<file path="config.mk">
export PLATFORM = sky130hd
export DESIGN_NAME = fullchip_inst_seq
export DESIGN_NICKNAME = d
export VERILOG_FILES = /design/src/rtl/fullchip_pkg.sv /design/src/rtl/fullchip_inst_seq.sv
export SDC_FILE = /design/constraint.sdc
export NUM_CORES = 1
export LEC_CHECK = 0
export BUFFER_PORTS_ARGS = -buffer_cell sky130_fd_sc_hd__buf_2
export CORE_MARGIN = 1
export CORE_UTILIZATION = 45
export CTS_BUF_LIST = sky130_fd_sc_hd__clkbuf_4
export DETAILED_ROUTE_END_ITERATION = 10
export GPL_ROUTABILITY_DRIVEN = 0
export PLACE_DENSITY_LB_ADDON = 0.05
export SYNTH_ARGS = -nofsm -noshare
export SYNTH_HDL_FRONTEND = slang
export SYNTH_SLANG_ARGS = --single-unit
export TNS_END_PERCENT = 100
</file>
<file path="constraint.sdc">
create_clock -name clk -period 10.8 [get_ports clk]
set_clock_uncertainty 0.05 [all_clocks]
set_input_delay 2.16 -clock clk [delete_from_list [all_inputs] [get_ports clk]]
set_output_delay 2.16 -clock clk [all_outputs]
set_load 0.005 [all_outputs]
</file>
<file path="src/rtl/fullchip_pkg.sv">
// Shared definitions for the fullchip host-side sequencer: inst word layout and FSM encoding.
package fullchip_pkg;

    localparam int INST_W        = 19;

    localparam int INST_ACC      = 18;
    localparam int INST_DIV      = 17;
    localparam int INST_OFIFO_RD = 16;
    localparam int QKADD_MSB     = 15;
    localparam int QKADD_LSB     = 12;
    localparam int PADD_MSB      = 11;
    localparam int PADD_LSB      = 8;
    localparam int INST_EXECUTE  = 7;
    localparam int INST_LOAD     = 6;
    localparam int INST_QMEM_RD  = 5;
    localparam int INST_QMEM_WR  = 4;
    localparam int INST_KMEM_RD  = 3;
    localparam int INST_KMEM_WR  = 2;
    localparam int INST_PMEM_RD  = 1;
    localparam int INST_PMEM_WR  = 0;

    typedef enum logic [2:0] {
        IDLE  = 3'd0,
        QWR   = 3'd1,
        KWR   = 3'd2,
        KLOAD = 3'd3,
        EXEC  = 3'd4,
        DRAIN = 3'd5,
        ORD   = 3'd6,
        DONE  = 3'd7
    } state_e;

endpackage

</file>
<file path="src/rtl/fullchip_inst_seq.sv">
// Host-side instruction sequencer: streams Q/K vectors into fullchip memories, then walks
// the K-load, execute, drain and ofifo-to-pmem phases, emitting one registered inst word per cycle.
module fullchip_inst_seq
    import fullchip_pkg::*;
#(
    parameter int col         = 8,
    parameter int bw          = 8,
    parameter int pr          = 16,
    parameter int total_cycle = 8,
    parameter int drain_cycle = 10
) (
    input  logic                clk,
    input  logic                reset,
    input  logic                start,
    input  logic [pr*bw-1:0]    data_in,
    input  logic                data_valid,
    output logic                data_ready,
    output logic [pr*bw-1:0]    mem_in,
    output logic [INST_W-1:0]   inst,
    output logic                busy,
    output logic                done
);

    localparam logic [4:0] TC_LAST  = 5'(total_cycle - 1);
    localparam logic [4:0] TC_END   = 5'(total_cycle);
    localparam logic [4:0] COL_LAST = 5'(col - 1);
    localparam logic [4:0] COL_END  = 5'(col);
    localparam logic [4:0] DR_LAST  = 5'(drain_cycle - 1);

    state_e              state_q, state_d;
    logic [4:0]          cnt_q, cnt_d;
    logic [INST_W-1:0]   inst_q, inst_d;
    logic [pr*bw-1:0]    mem_in_q, mem_in_d;
    logic                data_ready_q, data_ready_d;
    logic                busy_q, busy_d;
    logic                done_q, done_d;
    logic                beat;

    always_comb begin
        state_d  = state_q;
        cnt_d    = cnt_q;
        inst_d   = '0;
        mem_in_d = mem_in_q;
        // data_ready_q is high exactly while the state is QWR or KWR
        beat     = data_valid && data_ready_q;

        case (state_q)
            IDLE: begin
                if (start) begin
                    state_d = QWR;
                    cnt_d   = '0;
                end
            end
            QWR: begin
                if (beat) begin
                    inst_d[INST_QMEM_WR]         = 1'b1;
                    inst_d[QKADD_MSB:QKADD_LSB]  = cnt_q[3:0];
                    mem_in_d                     = data_in;
                    if (cnt_q == TC_LAST) begin
                        state_d = KWR;
                        cnt_d   = '0;
                    end else begin
                        cnt_d   = cnt_q + 5'd1;
                    end
                end
            end
            KWR: begin
                if (beat) begin
                    inst_d[INST_KMEM_WR]         = 1'b1;
                    inst_d[QKADD_MSB:QKADD_LSB]  = cnt_q[3:0];
                    mem_in_d                     = data_in;
                    if (cnt_q == COL_LAST) begin
                        state_d = KLOAD;
                        cnt_d   = '0;
                    end else begin
                        cnt_d   = cnt_q + 5'd1;
                    end
                end
            end
            KLOAD: begin
                // load trails kmem_rd by one cycle to cover the memory read latency
                if (cnt_q < COL_END) begin
                    inst_d[INST_KMEM_RD]         = 1'b1;
                    inst_d[QKADD_MSB:QKADD_LSB]  = cnt_q[3:0];
                end
                if (cnt_q != 5'd0) begin
                    inst_d[INST_LOAD] = 1'b1;
                end
                if (cnt_q == COL_END) begin
                    state_d = EXEC;
                    cnt_d   = '0;
                end else begin
                    cnt_d   = cnt_q + 5'd1;
                end
            end
            EXEC: begin
                if (cnt_q < TC_END) begin
                    inst_d[INST_QMEM_RD]         = 1'b1;
                    inst_d[QKADD_MSB:QKADD_LSB]  = cnt_q[3:0];
                end
                if (cnt_q != 5'd0) begin
                    inst_d[INST_EXECUTE] = 1'b1;
                end
                if (cnt_q == TC_END) begin
                    state_d = DRAIN;
                    cnt_d   = '0;
                end else begin
                    cnt_d   = cnt_q + 5'd1;
                end
            end
            DRAIN: begin
                if (cnt_q == DR_LAST) begin
                    state_d = ORD;
                    cnt_d   = '0;
                end else begin
                    cnt_d   = cnt_q + 5'd1;
                end
            end
            ORD: begin
                if (cnt_q < TC_END) begin
                    inst_d[INST_OFIFO_RD] = 1'b1;
                end
                if (cnt_q != 5'd0) begin
                    inst_d[INST_PMEM_WR]       = 1'b1;
                    inst_d[PADD_MSB:PADD_LSB]  = 4'(cnt_q - 5'd1);
                end
                if (cnt_q == TC_END) begin
                    state_d = DONE;
                    cnt_d   = '0;
                end else begin
                    cnt_d   = cnt_q + 5'd1;
                end
            end
            DONE: begin
                state_d = IDLE;
                cnt_d   = '0;
            end
            default: begin
                state_d = IDLE;
                cnt_d   = '0;
            end
        endcase

        data_ready_d = (state_d == QWR) || (state_d == KWR);
        busy_d       = (state_q != IDLE) && (state_q != DONE);
        done_d       = (state_q == DONE);
    end

    always_ff @(posedge clk or posedge reset) begin
        if (reset) begin
            state_q      <= IDLE;
            cnt_q        <= '0;
            inst_q       <= '0;
            mem_in_q     <= '0;
            data_ready_q <= 1'b0;
            busy_q       <= 1'b0;
            done_q       <= 1'b0;
        end else begin
            state_q      <= state_d;
            cnt_q        <= cnt_d;
            inst_q       <= inst_d;
            mem_in_q     <= mem_in_d;
            data_ready_q <= data_ready_d;
            busy_q       <= busy_d;
            done_q       <= done_d;
        end
    end

    assign data_ready = data_ready_q;
    assign mem_in     = mem_in_q;
    assign inst       = inst_q;
    assign busy       = busy_q;
    assign done       = done_q;

endmodule

</file>
# Word level (Yosys, flattened, before mapping)
# Cells that the tools add are included.
dict set report word_totals {
  reg_bits 155
  inputBits 132
}
dict set report classes {
  addsub 2
  order_cmp 1
  n_eq_ne 15
  n_mux 32
  reduce_logical 11
}
# cell n
set ops {}
lappend ops {{3-bit two-way mux} 9}
lappend ops {{5-bit two-way mux} 5}
lappend ops {{5-bit one-hot mux with 5 select lines} 1}
lappend ops {{3-bit one-hot mux with 8 select lines} 1}
lappend ops {{4-bit two-way mux} 4}
lappend ops {{3-bit equality test, second input constant} 4}
lappend ops {{1-bit two-way mux} 11}
lappend ops {{5-bit by 4-bit equality test with 1-bit output, second input constant} 2}
lappend ops {{3-bit by 2-bit equality test with 1-bit output, second input constant} 3}
lappend ops {{4-bit one-hot mux with 2 select lines} 1}
lappend ops {{3-bit by 1-bit equality test with 1-bit output, second input constant} 2}
lappend ops {{5-bit by 1-bit adder with 5-bit output, second input constant} 1}
lappend ops {{5-bit by 3-bit equality test with 1-bit output, second input constant} 1}
lappend ops {{5-bit by 4-bit less-than comparator with 1-bit output, second input constant} 1}
lappend ops {{5-bit nonzero test} 1}
lappend ops {{2-bit AND reduction} 2}
lappend ops {{2-bit OR reduction} 2}
lappend ops {{4-bit by 1-bit subtractor with 4-bit output, second input constant} 1}
lappend ops {{3-bit logical NOT} 1}
lappend ops {{3-bit inequality test, second input constant} 1}
lappend ops {{3-bit nonzero test} 1}
lappend ops {{3-bit OR reduction} 1}
lappend ops {{1-bit logical AND} 2}
lappend ops {{2-bit by 1-bit inequality test with 1-bit output, second input constant} 1}
lappend ops {{other kinds (2)} 2}

# Depth between registers and ports, before layout
# Gate-level depths: netlist of the first run.
dict set report depth {
  ltp_word 6
  depth_mapped 7
}

# Worst setup path before layout of the first run
# OpenSTA, ideal clock, no wires.
dict set report synth_timing {
  path_type {input to register}
  start {input port start}
  end {register cnt_q[2]}
  arrival_time_ps 3324
  setup_slack_ps 7300
  stages 5
  path_cell_list {nor2b_1 > a311o_1 > a21oi_4 > and4bb_1 > a221o_1}
}
dict set report synth_via {
  elab_chain_cells 2
}
# element line_no
set synth_lines {}
lappend synth_lines {{from (decl)} fullchip_inst_seq.sv:14} ;# input logic start,
lappend synth_lines {{2-bit inequality test (no source line)} --}
lappend synth_lines {{2-bit AND reduction (no source line)} --}
lappend synth_lines {{to (signal assigned)} fullchip_inst_seq.sv:160} ;# cnt_q <= cnt_d;
lappend synth_lines {{to (decl)} fullchip_inst_seq.sv:31} ;# logic [4:0] cnt_q, cnt_d;
# Every way passes these cells.
# A chain may end at the register's enable or synchronous reset.

# Worst setup path after layout of the first run
dict set report layout_timing {
  start {input port data_valid}
  end {register mem_in_q[25], in the netlist mem_in[25]}
}
dict set report layout_via {
  elab_chain_cells 2
}
# element line_no
set layout_lines {}
lappend layout_lines {{from (decl)} fullchip_inst_seq.sv:16} ;# input logic data_valid,
lappend layout_lines {{1-bit logical AND} fullchip_inst_seq.sv:45} ;# beat = data_valid && data_ready_q;
lappend layout_lines {{2-bit AND reduction (no source line)} --}
lappend layout_lines {{to (signal assigned)} fullchip_inst_seq.sv:162} ;# mem_in_q <= mem_in_d;
lappend layout_lines {{to (decl)} fullchip_inst_seq.sv:33} ;# logic [pr*bw-1:0] mem_in_q, mem_in_d;
# Every way passes these cells.

==> results of run 1 <==
## worst min path at each step
stage                 end  slack [ns]  startpoint
2_1_floorplan   mem_in[0]        0.43   mem_in[0]
3_3_place_gp   mem_in[79]        0.41  mem_in[79]
3_5_place_dp   mem_in[88]        0.42  mem_in[88]
4_1_cts        mem_in[93]        0.45  mem_in[93]
5_1_grt        mem_in[78]        0.46  mem_in[78]
6_report       mem_in[86]        0.44  mem_in[86]
## sequential cells by signal, indices dropped and copies added, names as in the netlist
register,count
cnt_q,5
inst,16
state_q,3
done,1
mem_in,128
data_ready,1
busy,1
## synth_stat cells (2+ instances only)
cell type,number
a211oi_1,2
a21oi_1,2
a22o_1,2
a2bb2oi_1,2
and2_1,4
and4bb_1,2
buf_2,3
buf_4,6
buf_6,12
dfrtp_1,155
ha_1,4
inv_1,4
mux2_1,99
mux2_2,29
nand2_1,11
nand2b_1,5
nand3_1,2
nand3b_1,2
nand4bb_1,2
nor2_1,10
nor2b_1,2
nor3_1,6
o21ai_0,3
o21ai_1,4
or2_1,2
or2_2,2
xnor2_1,2
## power by group through the flow
| stage | logic [W] | registers (W) | clock network, W |
|---|---|---|---|
| finish | 0.000877 | 0.00101 | 0.000328 |
| global route | 0.000961 | 0.00106 | 0.000362 |
| CTS | 0.000898 | 0.00102 | 0.000341 |
| detailed placement | 0.000896 | 0.00103 | 0 |
| global placement | 0.000872 | 0.00101 | 0 |
| floorplan | 0.000522 | 0.00103 | 0 |
## cell usage in the layout (no fill, tap or decap), drive strengths merged, types with 3 or more instances in the layout
cell and instances:
nand2 11, nand2b 5, inv 4, nor3 6, or2 4, buf 281
and2 4, nor2 10, a21oi 3, dfrtp 155, conb 3, clkbuf 20
o21ai 7, and4bb 3, mux2 128, ha 4, clkinv 10
## final cells by class
| type | count | area (um^2) | area share |
|---|---|---|---|
| Antenna cell | 1 | 2.50 | 0.000319 |
| Clock buffer | 20 | 150 | 0.0191 |
| Clock inverter | 12 | 105 | 0.0134 |
| Inverter | 4 | 20.0 | 0.00255 |
| Multi-Input combinational cell | 220 | 2060 | 0.263 |
| Sequential cell | 155 | 3880 | 0.494 |
| Tap cell | 176 | 220 | 0.0280 |
| Timing Repair Buffer | 281 | 1410 | 0.180 |
## metal layers
metal | part of all wire | track usage | routed length (um)
met1 | 0.40 | 0.244 | 5630
met2 | 0.51 | 0.347 | 7110
met3 | 0.067 | 0.0589 | 928
met4 | 0.017 | 0.0783 | 230
met5 | 0 | 0 | 0
## through the flow
| step | util | power [W] | setup WS [ns] | cell area [um^2] | cells |
|---|---|---|---|---|---|
| 2_1_floorplan | - | 0.00155 | 4.41 | 6160 | 402 |
| 3_3_place_gp | 0.571 | 0.00188 | 6.74 | 7600 | 836 |
| 3_5_place_dp | 0.571 | 0.00192 | 6.65 | 7600 | 836 |
| 4_1_cts | 0.591 | 0.00226 | 7.26 | 7850 | 868 |
| 5_1_grt | 0.591 | 0.00238 | 7.12 | 7860 | 869 |
| 6_report | 0.591 | 0.00222 | 7.22 | 7860 | 869 |
## cell families after synthesis
group / Yosys count
buffers and inverters: 27
DFF: 155
and+or+nand+nor: 57
muxes: 128
other: 1
AOI/OAI and AO/OA: 26
adders and majority gates: 4
xor gates and xnor gates: 2
==> out/metrics.cfg, run 1 <==
[critical_path]
cp-end-kind = flip-flop
cp-endpoint = mem_in[25]
startpoint_type = input port
startpoint = data_valid
slowest_stage = buf_4
crit_type = input port to flip-flop
cp_cell_sequence = buf_2, nand3b_1, a21oi_4, buf_4, mux2_1
cp_top_family = buffers and inverters
worst_ep_arrival_time_ns = 3.93
cp_num_buf_inv = 2
path_max_fanout = 86
r2r_slack_ns = 8.20
slowest_delay_ns = 0.83
cp.required_ns = 11.15
cp.depth = 5
r2r-start = state_q[2]
reg2reg_depth = 4
r2r_end = mem_in[25]

[routing]
drt_pass1_iterations = 4
viasPerCell = 4.81
post-route-drc-count = 0
ant_nets = 0
wl_um = 13900
drt_first_iter_violations = 184
vias = 4183
avgRoutedWirePerCell_um = 16.0

[synthesis]
synth-xor-area-share = 0.00285
synth-async-reset-ratio = 1.00
ys_seq_area_frac = 0.630
synth_enable_flop_cells = 0
synthesis.instances = 400
synthSimpleGateAreaFrac = 0.0543
ys_ff_latch = 155
synth_top_family_by_area = multiplexers
postSynthAreaPerCell_um2 = 15.4
yosys_warnings = 0
synth_flop_cell = dfrtp_1
synth_top_area_share = 0.630
synth_compound_area_frac = 0.0323
netlist_area_um2 = 6150
ys_types = 48
synthMuxAreaShare = 0.234
synthAdderAreaFrac = 0.00814
ys_top_cells_by_area = dfrtp_1 63%, mux2_1 18%, mux2_2 5.3%
synth_top_area_cell = dfrtp_1

[min_path]
hold_path_depth = 1
hold_class = flip-flop to flip-flop

[floorplan]
rows = 42
initial_core_util = 0.463
die_h_um = 119
die-area_um2 = 14100
core_um2 = 13300
die_w_um = 119
io_pins = 282

[cts]
clk_latency_ns = 0.53
cts_hold_buf = 0
h-tree-depth = 4
cts_setup_buffers = 0
cts_buffers = 17
clock_path_buffers = 2
clk_pin_slew_ns = 0.12
cts_root_buf = clkbuf_4
cts_tree = built
ctsResizeCount = 0
clkSinkCount = 155

[timing]
period_share = 0.332
relSlewSlack = 0.279
whs_ns = 0.440
finalHoldViolations = 0
final-setup-viol-count = 0
slew_viol_final = 0
tightestPinTransition_ns = 1.08
setup_tns_ns = 0
fin_crit_ns = 3.58
rsz0062_at_grt = no
fmax_ghz = 0.279

[power_and_ir_drop]
p_comb_frac = 0.395
max-vdd-ir-drop_uv = 140
swShare = 0.334
sequentialPowerShare = 0.457
p_sw_w = 0.000740
power.leakage_nw = 3.87
power_density_nw_per_um2 = 282
p_int_w = 0.00148
clkPwrFrac = 0.148

[placement]
io_buffers = 278
dp_hpwl_um = 10300

[outcome]
status = completed

[grt]
antenna_found_initial = 1
grt_overflow = 0
track_usage = 0.204
grt_max_degree = 87
grt_pass1_vias = 4218
grt_pass1_wl_um = 22000

[layout]
drive_gt1_frac = 0.499
nNetsFinal = 815
syn2layout_area_growth_pct = 27.7
fillers = 1146

[job]
cap_viol_max_count = 0

Note: power is estimated with default switching activity, not from simulation.
==> run 2: changes to the inputs <==
--- a/config.mk
+++ b/config.mk
@@ -7,7 +7,7 @@
 export LEC_CHECK = 0
 export BUFFER_PORTS_ARGS = -buffer_cell sky130_fd_sc_hd__buf_2
 export CORE_MARGIN = 1
-export CORE_UTILIZATION = 45
+export CORE_UTILIZATION = 44
 export CTS_BUF_LIST = sky130_fd_sc_hd__clkbuf_4
 export DETAILED_ROUTE_END_ITERATION = 10
 export GPL_ROUTABILITY_DRIVEN = 0
==> constraint.sdc (replaced) <==
create_clock -name clk -period 2.9 [get_ports clk]
set_clock_uncertainty 0.05 [all_clocks]
set_input_delay 0.58 -clock clk [delete_from_list [all_inputs] [get_ports clk]]
set_output_delay 0.58 -clock clk [all_outputs]
set_load 0.005 [all_outputs]
==> out/metrics.cfg, run 2 (synthesis gave the netlist of run 1 again) <==
[outcome]
status = completed

[routing]
drt_first_iter_violations = 142
viasPerCell = 4.79
ant_nets = 0
avgRoutedWirePerCell_um = 16.1
post-route-drc-count = 0
vias = 4172
wl_um = 14000
drt_pass1_iterations = 4

[power_and_ir_drop]
sequentialPowerShare = 0.439
clkPwrFrac = 0.175
power_density_nw_per_um2 = 1070
max-vdd-ir-drop_uv = 523
power.leakage_nw = 3.91
p_sw_w = 0.00277
p_comb_frac = 0.386
p_int_w = 0.00578
swShare = 0.324

[cts]
clk_pin_slew_ns = 0.12
cts_root_buf = clkbuf_4
cts_hold_buf = 0
cts_tree = built
clock_path_buffers = 2
ctsResizeCount = 0
h-tree-depth = 4
cts_setup_buffers = 0
clk_latency_ns = 0.52
cts_buffers = 17
clkSinkCount = 155

[floorplan]
die_h_um = 120
die_w_um = 120
core_um2 = 13500
io_pins = 282
rows = 42
initial_core_util = 0.457
die-area_um2 = 14500

[critical_path]
slowest_delay_ns = 0.62
startpoint_type = flip-flop
cp-end-kind = flip-flop
cp.required_ns = 3.25
crit_type = flip-flop to flip-flop
cp_cell_sequence = nand2b_1, a21oi_4, buf_4, mux2_1
cp_top_family = flip-flops
cp_num_buf_inv = 1
slowest_stage = dfrtp_1
path_max_fanout = 47
worst_ep_arrival_time_ns = 2.55

[layout]
stdcell_count = 871
largest_register_ffs = 128
nNetsFinal = 817
mostFrequentLayoutCells = 278 x buf_2, 155 x dfrtp_1, 99 x mux2_1
syn2layout_area_growth_pct = 29.7
drive_gt1_frac = 0.503
final_common_cell = buf_2

[job]
cap_viol_max_count = 0

[timing]
tightestPinTransition_ns = 0.761
slew_viol_final = 0
finalHoldViolations = 0
final-setup-viol-count = 0
fmax_ghz = 0.455
period_share = 0.758
rsz0062_at_grt = no
setup_tns_ns = 0
fin_crit_ns = 2.20
relSlewSlack = 0.492

[grt]
grtUsageMet3 = 0.0500
grt_overflow = 0
met2_usage = 0.357
busiest_layer = met2
use_met1 = 0.220
grt_max_degree = 94
grt_pass1_vias = 4227
antenna_found_initial = 1
grt_pass1_wl_um = 21600
track_usage = 0.198

[placement]
place_inst = 838
dp_hpwl_um = 10500
io_buffers = 278

[min_path]
hold_class = input port to asynchronous set/reset pin

==> run 2: cell count changes in the layout (fill, tap and decap cells not counted), sizes merged <==
cell / before / now
inv: 4 / 3
buf: 281 / 283
clkinv: 10 / 5
clkbuf: 20 / 19
bufinv: 2 / 5
clkinvlp: 0 / 4
==> run 2: final timing paths <==
path / startpoint / cells past startpoint / end / slack, ns
setup / recovery: state_q[0] / 4 / mem_in[9] / 0.70
hold / removal: reset / 3 / mem_in[49] / 0.13
setup reg to reg: state_q[0] / 4 / mem_in[9] / 0.70
hold reg to reg: mem_in[78] / 1 / mem_in[78] / 0.44
max in group asynchronous: reset / 3 / state_q[2] / 2.01
min in group clk: data_in[35] / 2 / mem_in[35] / 0.22
==> run 2: through the flow <==
| step | util | area (um^2) | hold slack, ns | setup WS [ns] | total power, W |
|---|---|---|---|---|---|
| 3_3_place_gp | 0.568 | 7640 | 0.412 | 0.721 | 0.00704 |
| 6_report | 0.593 | 7980 | 0.133 | 0.703 | 0.00856 |
| 2_1_floorplan | - | 6160 | 0.433 | 0.311 | 0.00577 |
| 4_1_cts | 0.593 | 7980 | 0.106 | 0.688 | 0.00871 |
| 5_1_grt | 0.593 | 7980 | 0.113 | 0.549 | 0.00920 |
| 3_5_place_dp | 0.568 | 7640 | 0.419 | 0.669 | 0.00719 |
==> run 2: tightest hold or removal path: stages <==
cell,delay (ns)
buf_2,0.11
clkinvlp_4,0.08
buf_12,0.38
==> run 2: power by group through the flow <==
stage	combinational, W	sequential (W)	clock (W)
detailed placement	0.00338	0.00381	0
floorplan	0.00194	0.00382	0
finish	0.00330	0.00376	0.00150
global placement	0.00328	0.00376	0
CTS	0.00339	0.00376	0.00156
global route	0.00364	0.00392	0.00165
==> run 2: area by class of cell <==
type	count	area [um^2]
well taps	176	220
diodes	1	2.50
inverters	4	18.8
repair buffers	283	1450
clock buffers	19	143
multi-input cells	220	2060
fillers	1175	5470
clock inverters	13	199
flip-flops and latches	155	3880
==> run 2: routing by layer <==
metal  vias to the layer above  wire, um
met3                        22       888
met1                      2026      5320
met2                       151      7510
met4                         0       301
met5                         -         0
li1                       1973         -
